`config.mk`:
```
export PLATFORM = sky130hd
export DESIGN_NAME = ace_dispatch_credit
export DESIGN_NICKNAME = d
export VERILOG_FILES = /design/src/rtl/ace_dispatch_credit.sv
export SDC_FILE = /design/constraint.sdc
export NUM_CORES = 1
export LEC_CHECK = 0
export BUFFER_PORTS_ARGS = -buffer_cell sky130_fd_sc_hd__buf_2
export CORE_MARGIN = 4
export CORE_UTILIZATION = 25
export CTS_BUF_LIST = sky130_fd_sc_hd__clkbuf_4 sky130_fd_sc_hd__clkbuf_8
export DETAILED_ROUTE_END_ITERATION = 8
export PLACE_DENSITY = 0.38
export SLEW_MARGIN = 20
export SYNTH_ARGS = -nofsm -noshare
export SYNTH_HDL_FRONTEND = slang
export SYNTH_SLANG_ARGS = --single-unit
export TNS_END_PERCENT = 20
```
`constraint.sdc`:
```
create_clock -name clock -period 16.5 [get_ports clock]
set_input_delay 3.3 -clock clock [delete_from_list [all_inputs] [get_ports clock]]
set_output_delay 3.3 -clock clock [all_outputs]
set_load 0.01 [all_outputs]
```
`src/rtl/ace_dispatch_credit.sv`:
```
// ace_dispatch_credit: in-order dispatch gating against ROB/RS0/RS1/LDQ/STQ credit, with registered occupancy tracking.
module ace_dispatch_credit #(
  parameter int DISP_W    = 4,
  parameter int ROB_DEPTH = 32,
  parameter int RS0_DEPTH = 16,
  parameter int RS1_DEPTH = 16,
  parameter int LDQ_DEPTH = 8,
  parameter int STQ_DEPTH = 8
) (
  input  logic                               clock,
  input  logic                               reset_n,
  input  logic                               stall_i,
  input  logic                               flush_i,
  input  logic [DISP_W-1:0]                  rename_vld_i,
  input  logic [DISP_W-1:0]                  rename_rs0_i,
  input  logic [DISP_W-1:0]                  rename_rs1_i,
  input  logic [DISP_W-1:0]                  rename_ld_i,
  input  logic [DISP_W-1:0]                  rename_st_i,
  input  logic [$clog2(DISP_W+1)-1:0]        rob_rel_i,
  input  logic [$clog2(DISP_W+1)-1:0]        rs0_rel_i,
  input  logic [$clog2(DISP_W+1)-1:0]        rs1_rel_i,
  input  logic [$clog2(DISP_W+1)-1:0]        ldq_rel_i,
  input  logic [$clog2(DISP_W+1)-1:0]        stq_rel_i,
  output logic [DISP_W-1:0]                  dispatch_grant_o,
  output logic                               dispatch_frontend_stl_o,
  output logic [$clog2(ROB_DEPTH+1)-1:0]     dispatch_rob_occ_o,
  output logic [$clog2(RS0_DEPTH+1)-1:0]     dispatch_rs0_occ_o,
  output logic [$clog2(RS1_DEPTH+1)-1:0]     dispatch_rs1_occ_o,
  output logic [$clog2(LDQ_DEPTH+1)-1:0]     dispatch_ldq_occ_o,
  output logic [$clog2(STQ_DEPTH+1)-1:0]     dispatch_stq_occ_o,
  output logic                               dispatch_err_o
);
  localparam int CW = $clog2(DISP_W+1);
  localparam int DEP [5] = '{ROB_DEPTH, RS0_DEPTH, RS1_DEPTH, LDQ_DEPTH, STQ_DEPTH};
  localparam int M01 = ROB_DEPTH > RS0_DEPTH ? ROB_DEPTH : RS0_DEPTH;
  localparam int M23 = RS1_DEPTH > LDQ_DEPTH ? RS1_DEPTH : LDQ_DEPTH;
  localparam int M03 = M01 > M23 ? M01 : M23;
  localparam int MX  = M03 > STQ_DEPTH ? M03 : STQ_DEPTH;
  localparam int OM  = $clog2(MX+1);
  logic [OM-1:0] occ [5];
  logic [OM-1:0] nxt [5];
  logic [CW-1:0] rel [5];
  logic [OM:0]   cum [5];
  logic [OM:0]   tot [5];
  logic [OM:0]   sum [5];
  logic [4:0]    und;
  logic          go, fit;
  assign rel = '{rob_rel_i, rs0_rel_i, rs1_rel_i, ldq_rel_i, stq_rel_i};
  // Walk slots oldest first; the first valid slot that does not fit closes the window.
  always_comb begin
    go = ~stall_i & ~flush_i;
    fit = 1'b0;
    dispatch_grant_o = '0;
    for (int q = 0; q < 5; q++) begin
      cum[q] = '0;
      tot[q] = '0;
      sum[q] = '0;
      nxt[q] = '0;
    end
    und = '0;
    for (int i = 0; i < DISP_W; i++) begin
      tot[0] = cum[0] + (OM+1)'(1);
      tot[1] = cum[1] + (OM+1)'(rename_rs0_i[i]);
      tot[2] = cum[2] + (OM+1)'(rename_rs1_i[i]);
      tot[3] = cum[3] + (OM+1)'(rename_ld_i[i]);
      tot[4] = cum[4] + (OM+1)'(rename_st_i[i]);
      fit = 1'b1;
      for (int q = 0; q < 5; q++)
        fit = fit & (tot[q] <= (OM+1)'(DEP[q]) - {1'b0, occ[q]});
      if (rename_vld_i[i] && go) begin
        if (fit) begin
          dispatch_grant_o[i] = 1'b1;
          for (int q = 0; q < 5; q++) cum[q] = tot[q];
        end else go = 1'b0;
      end
    end
    for (int q = 0; q < 5; q++) begin
      sum[q] = cum[q] + {1'b0, occ[q]};
      und[q] = (OM+1)'(rel[q]) > sum[q];
      nxt[q] = und[q] ? '0 : OM'(sum[q] - (OM+1)'(rel[q]));
    end
  end
  assign dispatch_frontend_stl_o = |(rename_vld_i & ~dispatch_grant_o);
  always_ff @(posedge clock) begin
    if (!reset_n) begin
      for (int q = 0; q < 5; q++) occ[q] <= '0;
      dispatch_err_o <= 1'b0;
    end else if (flush_i) begin
      for (int q = 0; q < 5; q++) occ[q] <= '0;
    end else begin
      for (int q = 0; q < 5; q++) occ[q] <= nxt[q];
      if (|und) dispatch_err_o <= 1'b1;
    end
  end
  assign dispatch_rob_occ_o = $bits(dispatch_rob_occ_o)'(occ[0]);
  assign dispatch_rs0_occ_o = $bits(dispatch_rs0_occ_o)'(occ[1]);
  assign dispatch_rs1_occ_o = $bits(dispatch_rs1_occ_o)'(occ[2]);
  assign dispatch_ldq_occ_o = $bits(dispatch_ldq_occ_o)'(occ[3]);
  assign dispatch_stq_occ_o = $bits(dispatch_stq_occ_o)'(occ[4]);
endmodule
```
==> Yosys cells after proc, flatten, opt, wreduce, memory -nomap -nowiden <==
Memory sizes are Yosys's and may differ from the RTL's.
Index checks and enable logic that the tools add are counted.
{ "totals": {"ramBits": 30, "in_bits": 39, "word_cells": 139, "memories": 1, "regBits": 1, "out_inout_bits": 30} }
{ "classes": {"n_lt_le_gt_ge": 25, "add_sub_neg": 30, "n_bitwise": 31, "n_reduce_logical": 7, "n_mux": 44} }
{ "memory_table": {"columns": ["memory", "depth", "width", "read_ports", "rd_ports_with_merged_regs", "write_ports", "line", "source"], "rows": [
  ["occ", 5, 6, 5, 0, 5, "40", "logic [OM-1:0] occ [5];"]
]} }
{ "op_table": {"columns": ["op", "n"], "rows": [
  ["two-way mux 35 bit", 7],
  ["<= comparator 7 bit", 15],
  ["two-way mux 6 bit", 15],
  ["adder 7 x 1 -> 7 bit", 12],
  ["adder 7 x 6 -> 7 bit", 5],
  ["greater-than comparator 3 x 7 -> 1 bit", 5],
  ["subtractor 6 x 3 -> 6 bit", 5],
  ["two-way mux 29 bit", 1],
  ["<= comparator 1 x 7 -> 1 bit", 4],
  ["adder 7 x 1 -> 7 bit (second input constant)", 3],
  ["two-way mux 1 bit", 21],
  ["bitwise AND 1 bit", 17],
  ["subtractor 4 x 6 -> 7 bit (first input constant)", 2],
  ["subtractor 5 x 6 -> 7 bit (first input constant)", 2],
  ["bitwise OR 1 bit", 10],
  ["<= comparator 1 x 7 -> 1 bit (first input constant)", 1],
  ["subtractor 6 x 6 -> 7 bit (first input constant)", 1],
  ["OR reduction 5 bit", 1],
  ["bitwise AND 4 bit", 1],
  ["logical AND 1 bit", 4],
  ["NOT 4 bit", 1],
  ["OR reduction 4 bit", 1],
  ["NOT 1 bit", 2],
  ["AND reduction 2 bit", 1]
]} }

==> Depth between registers and ports, before layout <==
Gate-level depths: netlist (run 1).
An unclocked memory read counts as a cell.
{ "logic_depth": {"depth_word": 37, "mapped_depth": 53} }

==> Worst setup path after synthesis (run 1) <==
OpenSTA, ideal clock, no wires.
{ "synth_timing": {"kind": "in2out", "startpoint": "input port rename_rs0_i[0]", "endpoint": "output port dispatch_frontend_stl_o", "arrival_ps": 11089, "path_buffers": 3, "required_time_ps": 13200, "slack_ps": 2111, "cell_stages": 37, "cell_sequence": "inv_1 ha_1 or4_1 o21ai_0 nor4_1 ha_1 inv_1 ha_1 nand2_1 a21oi_1 a211oi_1 nor3_1 nand2_1 buf_2 nor3_1 and2_1 ha_1 ha_1 nor2b_1 o21a_1 o2111a_1 a31oi_1 nand3_1 a211o_1 buf_4 xnor2_1 ha_1 ha_1 nor2b_1 o21a_1 o21a_1 o211ai_1 o311ai_0 a2111oi_4 nand2_4 buf_6 a221o_1"} }
{ "synth_lines": {"columns": ["item", "line", "source"], "rows": [
  ["start, declared", "15", "input logic [DISP_W-1:0] rename_rs0_i,"],
  ["<= comparator 1 x 7 -> 1 bit", "69", "fit = fit & (tot[q] <= (OM+1)'(DEP[q]) - {1'b0, occ[q]});"],
  ["bitwise AND 1 bit (4 in series)", "69", null],
  ["two-way mux 29 bit", "71", "if (fit) begin"],
  ["two-way mux 35 bit", "70", "if (rename_vld_i[i] && go) begin"],
  ["adder 7 x 1 -> 7 bit, on equally long branches", "62, 63", null],
  ["<= comparator 7 bit", "69", null],
  ["bitwise AND 1 bit (4 in series)", "69", null],
  ["two-way mux 1 bit", "71", null],
  ["two-way mux 1 bit *", "70", null],
  ["via dispatch_grant_o[1]", "24", "output logic [DISP_W-1:0] dispatch_grant_o,"],
  ["NOT 4 bit *", "83", "assign dispatch_frontend_stl_o = |(rename_vld_i & ~dispatch_grant_o);"],
  ["bitwise AND 4 bit *", "83", null],
  ["OR reduction 4 bit *", "83", null],
  ["end, declared", "25", "output logic dispatch_frontend_stl_o,"]
]} }
Mark *: on every way through the listed nets, which the timed path passes. The rest lies on a longest branch.

==> Final worst setup path (run 1) <==
{ "layout_timing": {"startpoint": "input port rename_rs0_i[0]", "endpoint": "output port dispatch_frontend_stl_o"} }
{ "layout_between": {"elab_chain_cells": 34} }
{ "layout_rtl": {"columns": ["item", "line"], "rows": [
  ["<= comparator 1 x 7 -> 1 bit", "69"],
  ["bitwise AND 1 bit (4 in series)", "69"],
  ["two-way mux 29 bit", "71"],
  ["two-way mux 35 bit", "70"],
  ["adder 7 x 1 -> 7 bit, on equally long branches", "62, 63"],
  ["<= comparator 7 bit", "69"],
  ["bitwise AND 1 bit (4 in series)", "69"],
  ["two-way mux 35 bit", "71"],
  ["[... 9 more ...]", null],
  ["adder 7 x 1 -> 7 bit, on equally long branches", "62, 63"],
  ["<= comparator 7 bit", "69"],
  ["bitwise AND 1 bit (4 in series)", "69"],
  ["two-way mux 1 bit", "71"],
  ["two-way mux 1 bit", "70"],
  ["NOT 4 bit *", "83"],
  ["bitwise AND 4 bit *", "83"],
  ["OR reduction 4 bit *", "83"]
]} }
Mark *: on every way between the ends. The rest lies on a longest branch, timed or not.

==> results of run 1 <==
routing by layer:
metal	vias to the layer above	GRT usage, %
met5	-	0
met4	0	3.51
met3	9	1.79
met2	61	21.6
met1	2293	18.5
li1	2603	-
power breakdown:
| part | leakage (nW) | switching [mW] | internal [mW] |
|---|---|---|---|
| combinational | 3.01 | 0.174 | 0.130 |
| clock | 0.0517 | 0.0368 | 0.0354 |
| sequential | 0.317 | 0.0190 | 0.0990 |
| total | 3.38 | 0.230 | 0.264 |
path summary, 6_finish.rpt:
path	startpoint	to	slack (ns)	cells past startpoint
setup / recovery	rename_rs0_i[0]	dispatch_frontend_stl_o	0.52	38
hold / removal	dispatch_err_o$_SDFFE_PN0P_	dispatch_err_o$_SDFFE_PN0P_	0.48	1
setup reg to reg	occ[0][12]$_SDFFCE_PN0P_	occ[0][22]$_SDFFCE_PN0P_	3.84	47
hold reg to reg	dispatch_err_o$_SDFFE_PN0P_	dispatch_err_o$_SDFFE_PN0P_	0.48	1
timing repair:
action / 4_1_cts / 5_1_grt
resized for setup: 0 / 2
buffers inserted: 0 / 0
endpoints found under the setup margin: 0 / 1
worst max-delay path: cells and delay by family:
kind	cells	cell delay [ns]
AO/OA/AOI/OAI	13	3.50
XOR/XNOR	1	0.39
adder cells (fa/ha/maj)	8	2.46
buffers and inverters	5	0.59
AND/OR/NAND/NOR	11	2.40
cell type report:
type	count	share of cell area, %
clock inverters	1	0.0737
multi-input cells	572	68.5
repair buffers	72	5.46
well taps	319	5.88
clock buffers	7	1.33
inverters	93	5.18
flip-flops and latches	31	13.6
logic make-up (layout without fill, tap and decap cells):
family	after synthesis	in the layout	share of synthesized area, %
AOI/OAI and AO/OA	143	143	17.5
xor gates and xnor gates	59	59	8.57
and+or+nand+nor	188	188	16.7
adders and majority gates	138	138	29.9
other	1	30	0.0622
DFF	31	31	15.3
muxes	14	14	2.51
buffers and inverters	124	173	9.52
registers in the layout, summed over array words and instances (netlist names):
register	count
occ	30
dispatch_err_o	1
through the flow:
step                cells  total power, mW  setup slack (ns)  util, %
finish               1095            0.494             0.518     28.8
global placement     1087            0.433             0.450     28.3
global route         1095            0.548            0.0728     28.8
CTS                  1095            0.504             0.350     28.7
detailed placement   1087            0.427             0.390     28.3
floorplan             727            0.346              2.11        -
cells in the final DEF (no fill, tap or decap), drive strengths merged, types with 4 or more instances in the layout:
| cell | netlist | layout |
|---|---|---|
| nand3 | 11 | 11 |
| nor2b | 25 | 25 |
| and2 | 6 | 6 |
| a21o | 16 | 16 |
| a22o | 5 | 5 |
| a21oi | 31 | 31 |
| and3 | 8 | 8 |
| o21bai | 4 | 4 |
| ha | 128 | 128 |
| nand2b | 9 | 9 |
| nor2 | 43 | 43 |
| o211ai | 4 | 4 |
| edfxtp | 30 | 30 |
| a31oi | 6 | 6 |
| clkbuf | 1 | 7 |
| nand2 | 33 | 33 |
| mux2 | 9 | 9 |
| buf | 30 | 72 |
| nor4 | 6 | 6 |
| xnor2 | 34 | 34 |
| or3 | 5 | 5 |
| o31ai | 7 | 7 |
| a2111oi | 7 | 7 |
| a211oi | 9 | 9 |
| o21a | 5 | 5 |
| mux2i | 5 | 5 |
| nor3 | 21 | 21 |
| o21ai | 23 | 23 |
| conb | 1 | 30 |
| xor2 | 25 | 25 |
| nand4 | 7 | 7 |
| inv | 93 | 93 |
| fa | 10 | 10 |
==> flow_summary.json, run 1 <==
{
  "status": "finished, final reports clean",
  "fill_cells": 2588,
  "relSlewSlack_pct": 46.9,
  "worst_hold_slack_ns": 0.485,
  "rsz0062_at_grt": "no",
  "critPathArrivalTime_ns": 12.68,
  "hold_buffers": 0,
  "maxCapViolations": 0,
  "portBuffers": 68,
  "ys_types": 74,
  "numCtsBuffers": 5,
  "grt-ovfl-total": 0,
  "cts.sinks": 31,
  "cts_tree": "done",
  "route.detailed.drc": 0,
  "core_um2": 23600,
  "worstMarginPinSlew_ns": 0.786,
  "path_max_fanout": 19,
  "syn2layout_area_growth_pct": 12.5,
  "dieHeight_um": 163,
  "met3RoutedLength_um": 546,
  "yosysMostFrequentCell": "ha_1",
  "ys_seq_area_share_pct": 15.3,
  "synth_ff_type": "edfxtp_1",
  "required_ns": 13.20,
  "tns_ns": 0,
  "wl_met2_um": 7790,
  "worstSetupPathType": "input pin to primary output",
  "ctsHtreeMaxLevel": 2,
  "antenna_found_initial": 0,
  "ys_warn_count": 0,
  "hold_path_class": "flip-flop to flip-flop",
  "rows": 56,
  "syn_area_um2": 6030,
  "initial_core_util_pct": 25.5,
  "hold_viol_final": 0,
  "multi_input_area_um2": 4650,
  "timing.final.crit_share_pct": 96.9,
  "synth.avg_cell_area_um2": 8.64,
  "period_minus_slack_ns": 15.98,
  "synthArstFlopShare_pct": 0,
  "antenna_cells": 0,
  "drt_iter0_markers": 190,
  "synth_common_cells": "128 x ha_1, 92 x inv_1, 43 x nor2_1, 34 x xnor2_1, 32 x nand2_1",
  "yosys.area.top_type": "ha_1",
  "worstSkewPairLatency_ns": 0.32,
  "startpoint_type": "input pin",
  "die_w_um": 163,
  "grt_max_degree": 20,
  "clock.fmax_mhz": 62.6,
  "vias": 4966,
  "place_area_um2": 6690,
  "drive_gt1_share_pct": 14.0,
  "p_per_area_nw_per_um2": 72.8,
  "finalClockSkew_ns": 0.0136,
  "pin_count": 69,
  "place.gp.congestion": 0.820,
  "wl_per_cell_um": 15.8,
  "syn_inst": 698,
  "worst_path_most_repeated_cell": "ha_1",
  "cts_buffer_depth": 2,
  "vdd_drop_max_v": 0.0000275,
  "p_leak_nw": 3.38,
  "synth_edf_count": 30,
  "cpPeakStageDelay_ns": 0.55,
  "ff_latch_area_um2": 921,
  "synth_seq_cells": 31,
  "top_layer": "met4",
  "grt_pass1_vias": 4947,
  "routed_wirelength_um": 17300,
  "critPathCaptureType": "primary output",
  "grt.total_usage_pct": 13.3,
  "stdcell_area_um2": 6790,
  "ctsRootBufferMaster": "clkbuf_8",
  "wl_met1_um": 8650,
  "firstDrtPassIters": 4,
  "viasPerCell": 4.54,
  "slew_violations": 0,
  "dp.final_hpwl_um": 14600,
  "dieArea_um2": 26700,
  "grt_pass1_wl_um": 27500,
  "path_clk_slew_ns": 0.09,
  "nNetsFinal": 952,
  "ant_nets": 0,
  "synth_top_area_share_pct": 26.6,
  "setup_viol": 0,
  "slowest_stage": "or4_1",
  "ys_top_cells_by_area": "ha_1 27%, edfxtp_1 15%, inv_1 5.7%"
}
Note: power is estimated with default switching activity, not from simulation.
==> run 2, diff against run 1 <==
--- a/config.mk
+++ b/config.mk
@@ -6,6 +6,7 @@
 export NUM_CORES = 1
 export LEC_CHECK = 0
 export BUFFER_PORTS_ARGS = -buffer_cell sky130_fd_sc_hd__buf_2
+export CORE_ASPECT_RATIO = 1.5
 export CORE_MARGIN = 4
 export CORE_UTILIZATION = 25
 export CTS_BUF_LIST = sky130_fd_sc_hd__clkbuf_4 sky130_fd_sc_hd__clkbuf_8
==> run 2 against run 1 <==
Effect of this change: die area grew 0.19%; first-iteration DRC count grew 3.7%; non-clock buffer count is the same; final area is essentially flat; largest cell class unchanged.
==> flow_summary.json, run 2 (synthesized netlist as in run 1, its figures left out) <==
{
  "status": "finished, final reports clean",
  "worstSkewPairLatency_ns": 0.34,
  "rsz0062_at_grt": "no",
  "worst_path_most_repeated_cell": "ha_1",
  "p_leak_nw": 3.37,
  "viasPerCell": 4.58,
  "path_max_fanout": 14,
  "antenna_found_initial": 2,
  "slowest_stage": "or4_1",
  "startpoint_type": "input pin",
  "portBuffers": 68,
  "vias": 5025,
  "final_common_cell": "ha_1",
  "fin_util_pct": 28.6,
  "largest_reg_flops": 30,
  "relSlewSlack_pct": 41.2,
  "top_regs": "occ x30, dispatch_err_o x1",
  "finalClockSkew_ns": 0.00897,
  "slew_violations": 0,
  "maxCapViolations": 0,
  "min_from": "dispatch_err_o$_SDFFE_PN0P_",
  "worstSetupPathType": "input pin to primary output",
  "core_um2": 23700,
  "p_total_uw": 494,
  "ant_nets": 0,
  "ctsRootBufferMaster": "clkbuf_8",
  "pin_count": 69,
  "setup_viol": 0,
  "tns_ns": 0,
  "initial_core_util_pct": 25.4,
  "route.detailed.drc": 0,
  "final_cell_mix": "128 x ha_1, 92 x inv_1, 68 x buf_2, 43 x nor2_1, 34 x xnor2_1",
  "vdd_drop_max_v": 0.0000284,
  "rows": 69,
  "required_ns": 13.20,
  "die_w_um": 135,
  "p_per_area_nw_per_um2": 72.8,
  "grt_pass1_vias": 5330,
  "crit_start": "rename_rs0_i[0]",
  "place.gp.congestion": 0.807,
  "worstMarginPinSlew_ns": 0.871,
  "drive_gt1_share_pct": 14.0,
  "timing.final.crit_share_pct": 96.1,
  "firstDrtPassIters": 4,
  "grt.total_usage_pct": 14.0,
  "grt_pass1_wl_um": 28700,
  "period_minus_slack_ns": 15.86,
  "critPathCaptureType": "primary output",
  "ctsHtreeMaxLevel": 2,
  "grt-ovfl-total": 0,
  "grt_max_degree": 19,
  "cts_buffer_depth": 2,
  "cts.sinks": 31,
  "hold_viol_final": 0,
  "wl_per_cell_um": 16.6,
  "dieArea_um2": 26700,
  "reg2reg_from": "occ[0][6]$_SDFFCE_PN0P_",
  "nNetsFinal": 952,
  "drt_iter0_markers": 197,
  "largest-register": "occ",
  "routed_wirelength_um": 18200,
  "hold_path_class": "flip-flop to flip-flop",
  "cts_tree": "done",
  "cpPeakStageDelay_ns": 0.55,
  "path_clk_slew_ns": 0.08,
  "numCtsBuffers": 5,
  "dp.final_hpwl_um": 15600,
  "clock.fmax_mhz": 63.0,
  "dieHeight_um": 198,
  "syn2layout_area_growth_pct": 12.5,
  "critPathArrivalTime_ns": 12.56
}
[run 2: changes by cell type in the layout (fill, tap and decap cells not counted)]
cell / delta
clkbuf_8: -1
clkinvlp_4: +1
diode_2: +1
nor3_1: -1
nor3_2: +1
o21ai_0: +1
o21ai_1: -1
o22ai_1: +1
o22ai_2: -1
[run 2: worst paths after layout]
kind / slack, ns / depth (start not counted) / to
setup / recovery: 0.64 / 40 / dispatch_frontend_stl_o
hold / removal: 0.47 / 1 / dispatch_err_o$_SDFFE_PN0P_
setup reg to reg: 3.59 / 51 / dispatch_err_o$_SDFFE_PN0P_
hold reg to reg: 0.47 / 1 / dispatch_err_o$_SDFFE_PN0P_
[run 2: metal layers]
layer / global-route usage (%) / vias to the layer above / part of all wire, %
li1: - / 2598 / -
met1: 14.9 / 2328 / 40
met2: 27.3 / 74 / 55
met3: 2.59 / 21 / 3.5
met4: 4.60 / 4 / 2.2
met5: 0 / - / 0.15
[run 2: worst max-delay path: cells and delay by family]
family | cells | cell delay, ns
AOI/OAI and AO/OA | 13 | 3.40
xor gates and xnor gates | 1 | 0.43
adders and majority gates | 8 | 2.29
buffers and inverters | 7 | 1.05
and+or+nand+nor | 11 | 2.06
[run 2: layout make-up]
type	count	area, µm²
Tap cell	319	399
Multi-Input combinational cell	572	4650
Fill cell	2604	17000
Inverter	93	352
Clock inverter	2	12.5
Sequential cell	31	921
Antenna cell	1	2.50
Timing Repair Buffer	72	370
Clock buffer	6	76.3
[run 2: report_power, final]
| group | leakage, nW | switching, mW | internal (mW) | total (mW) |
|---|---|---|---|---|
| Clock | 0.0446 | 0.0399 | 0.0312 | 0.0711 |
| Combinational | 3.01 | 0.175 | 0.130 | 0.305 |
| Sequential | 0.317 | 0.0188 | 0.0990 | 0.118 |
[run 2: timing repair]
item | in CTS | in global routing
hold buffers | 0 | 0
setup buffers | 0 | 0
setup endpoints to repair | 0 | 2
gates resized for setup | 0 | 1
[run 2: stage by stage]
step           cell area [µm²]  setup WS (ns)  std cells  hold slack [ns]
6_report                  6780          0.639       1096            0.472
5_1_grt                   6780         0.0889       1095            0.491
4_1_cts                   6780          0.335       1095            0.481
3_5_place_dp              6690          0.376       1087            0.459
3_3_place_gp              6690          0.396       1087            0.455
2_1_floorplan             6140           2.11        727            0.509
==> run 3, diff against run 2 <==
--- a/config.mk
+++ b/config.mk
@@ -6,10 +6,11 @@
 export NUM_CORES = 1
 export LEC_CHECK = 0
 export BUFFER_PORTS_ARGS = -buffer_cell sky130_fd_sc_hd__buf_2
-export CORE_ASPECT_RATIO = 1.5
+export CORE_ASPECT_RATIO = 0.5
 export CORE_MARGIN = 4
 export CORE_UTILIZATION = 25
 export CTS_BUF_LIST = sky130_fd_sc_hd__clkbuf_4 sky130_fd_sc_hd__clkbuf_8
+export CTS_CLUSTER_SIZE = 8
 export DETAILED_ROUTE_END_ITERATION = 8
 export PLACE_DENSITY = 0.38
 export SLEW_MARGIN = 20
==> run 3 against run 2 <==
Effect of this change: first-iteration DRC count up 21%; sequential share of layout area up 0.070 points; count of clock-buffer cells in the layout unchanged; critical path depth up 1; total power down 1.6%; critical path type unchanged; largest cell class unchanged; final area down 0.52%.
==> flow_summary.json, run 3 (synthesized netlist as in run 1, its figures left out) <==
{
  "ctsRootBufferMaster": "clkbuf_8",
  "period_minus_slack_ns": 15.56,
  "cts.sinks": 31,
  "relSlewSlack_pct": 44.6,
  "initial_core_util_pct": 25.9,
  "drt_iter0_markers": 238,
  "place_inst": 1073,
  "timing.final.crit_share_pct": 94.3,
  "slew_violations": 0,
  "antenna_cells": 0,
  "crit_start": "rename_rs0_i[0]",
  "final_cell_mix": "128 x ha_1, 92 x inv_1, 68 x buf_2, 43 x nor2_1, 34 x xnor2_1",
  "worstMarginPinSlew_ns": 0.810,
  "p_leak_nw": 3.36,
  "ctsHtreeMaxLevel": 2,
  "stdcell_area_um2": 6750,
  "slowest_stage": "a2111oi_0",
  "place.gp.congestion": 0.877,
  "required_ns": 13.20,
  "hold_viol_final": 0,
  "wl_per_cell_um": 15.9,
  "startpoint_type": "input pin",
  "setup_viol": 0,
  "antenna_found_initial": 0,
  "critPathCaptureType": "primary output",
  "die_w_um": 228,
  "rsz0062_at_grt": "no",
  "final_common_cell": "ha_1",
  "ant_nets": 0,
  "vias": 5022,
  "pin_count": 69,
  "dpl_worst_slack_ns": 0.641,
  "ff2ff_path_depth": 49,
  "critPathArrivalTime_ns": 12.26,
  "path_max_fanout": 18,
  "reg2reg_from": "occ[0][12]$_SDFFCE_PN0P_",
  "cpPeakStageDelay_ns": 0.76,
  "path_clk_slew_ns": 0.08,
  "p_total_uw": 486,
  "grt-ovfl-total": 0,
  "tns_ns": 0,
  "reg2reg_to": "occ[0][14]$_SDFFCE_PN0P_",
  "vdd_drop_max_v": 0.0000236,
  "finalClockSkew_ns": 0.00877,
  "largest-register": "occ",
  "top_regs": "occ x30, dispatch_err_o x1",
  "route.detailed.drc": 0,
  "postCtsSetupBuffers": 0,
  "dieHeight_um": 118,
  "worstSetupPathType": "input pin to primary output",
  "firstDrtPassIters": 4,
  "critical-path-top-delay-family": "compound AO/OA/AOI/OAI gates",
  "core_um2": 23300,
  "grt_max_degree": 19,
  "crit_end": "dispatch_grant_o[3]",
  "grt_pass1_vias": 5088,
  "dieArea_um2": 26800,
  "dp.final_hpwl_um": 14600,
  "drive_gt1_share_pct": 13.7,
  "cts_buffer_depth": 2,
  "hold_path_class": "flip-flop to flip-flop",
  "layoutNonFillerInstCount": 1081,
  "grt_pass1_wl_um": 27900,
  "clock.fmax_mhz": 64.3,
  "worstSetupPathDepth": 41,
  "place_area_um2": 6660,
  "status": "finished, final reports clean",
  "hold_buffers": 0,
  "routed_wirelength_um": 17200,
  "p_per_area_nw_per_um2": 72.0,
  "worstSkewPairLatency_ns": 0.32,
  "path_buf_inv": 9,
  "worst_path_most_repeated_cell": "ha_1",
  "grt.total_usage_pct": 13.2,
  "syn2layout_area_growth_pct": 11.9,
  "nNetsFinal": 950,
  "rows": 39,
  "portBuffers": 68,
  "numCtsBuffers": 5,
  "cts_tree": "done",
  "setup_ws_ns": 0.941,
  "rrSetupSlack_ns": 3.88,
  "viasPerCell": 4.65,
  "maxCapViolations": 0,
  "largest_reg_flops": 30
}
[run 3: changes by cell type in the layout (fill, tap and decap cells not counted), sizes merged]
cell      previous run  this run
diode                1         0
clkinv               1         2
buf                 72        70
clkinvlp             1         0
[run 3: worst min path at each step]
stage,startpoint,to,cells after the start
finish,dispatch_err_o$_SDFFE_PN0P_,dispatch_err_o$_SDFFE_PN0P_,1
global route,dispatch_err_o$_SDFFE_PN0P_,dispatch_err_o$_SDFFE_PN0P_,1
CTS,dispatch_err_o$_SDFFE_PN0P_,dispatch_err_o$_SDFFE_PN0P_,1
detailed placement,dispatch_err_o$_SDFFE_PN0P_,dispatch_err_o$_SDFFE_PN0P_,1
global placement,dispatch_err_o$_SDFFE_PN0P_,dispatch_err_o$_SDFFE_PN0P_,1
floorplan,dispatch_err_o$_SDFFE_PN0P_,dispatch_err_o$_SDFFE_PN0P_,1
[run 3: where the power goes]
group / switching (mW) / leakage [nW] / internal (mW)
clock: 0.0354 / 0.0437 / 0.0305
sequential: 0.0189 / 0.317 / 0.0991
combinational: 0.173 / 3.00 / 0.129
[run 3: layout make-up]
type / instances / area, µm²
Multi-Input combinational cell: 572 / 4650
Clock inverter: 2 / 7.51
Sequential cell: 31 / 921
Inverter: 93 / 352
Timing Repair Buffer: 70 / 355
Tap cell: 307 / 384
Fill cell: 2538 / 16500
Clock buffer: 6 / 76.3
[run 3: through the flow]
step / hold slack (ns) / utilization [%]
2_1_floorplan: 0.509 / -
3_3_place_gp: 0.458 / 28.6
3_5_place_dp: 0.455 / 28.6
4_1_cts: 0.474 / 29.0
5_1_grt: 0.510 / 29.0
6_report: 0.469 / 29.0
[run 3: routing by layer]
| layer | track usage (%) | wire length [µm] | vias up |
|---|---|---|---|
| met1 | 19.2 | 9000 | 2335 |
| met3 | 2.42 | 601 | 17 |
| met2 | 20.1 | 7260 | 66 |
| met5 | 0 | 0 | - |
| li1 | - | - | 2604 |
| met4 | 3.21 | 323 | 0 |
[run 3: repair_timing]
| action | in CTS | in global routing |
|---|---|---|
| setup endpoints to repair | 0 | 1 |
| endpoints found under the hold margin | 0 | 0 |
| gates resized for setup | 0 | 1 |
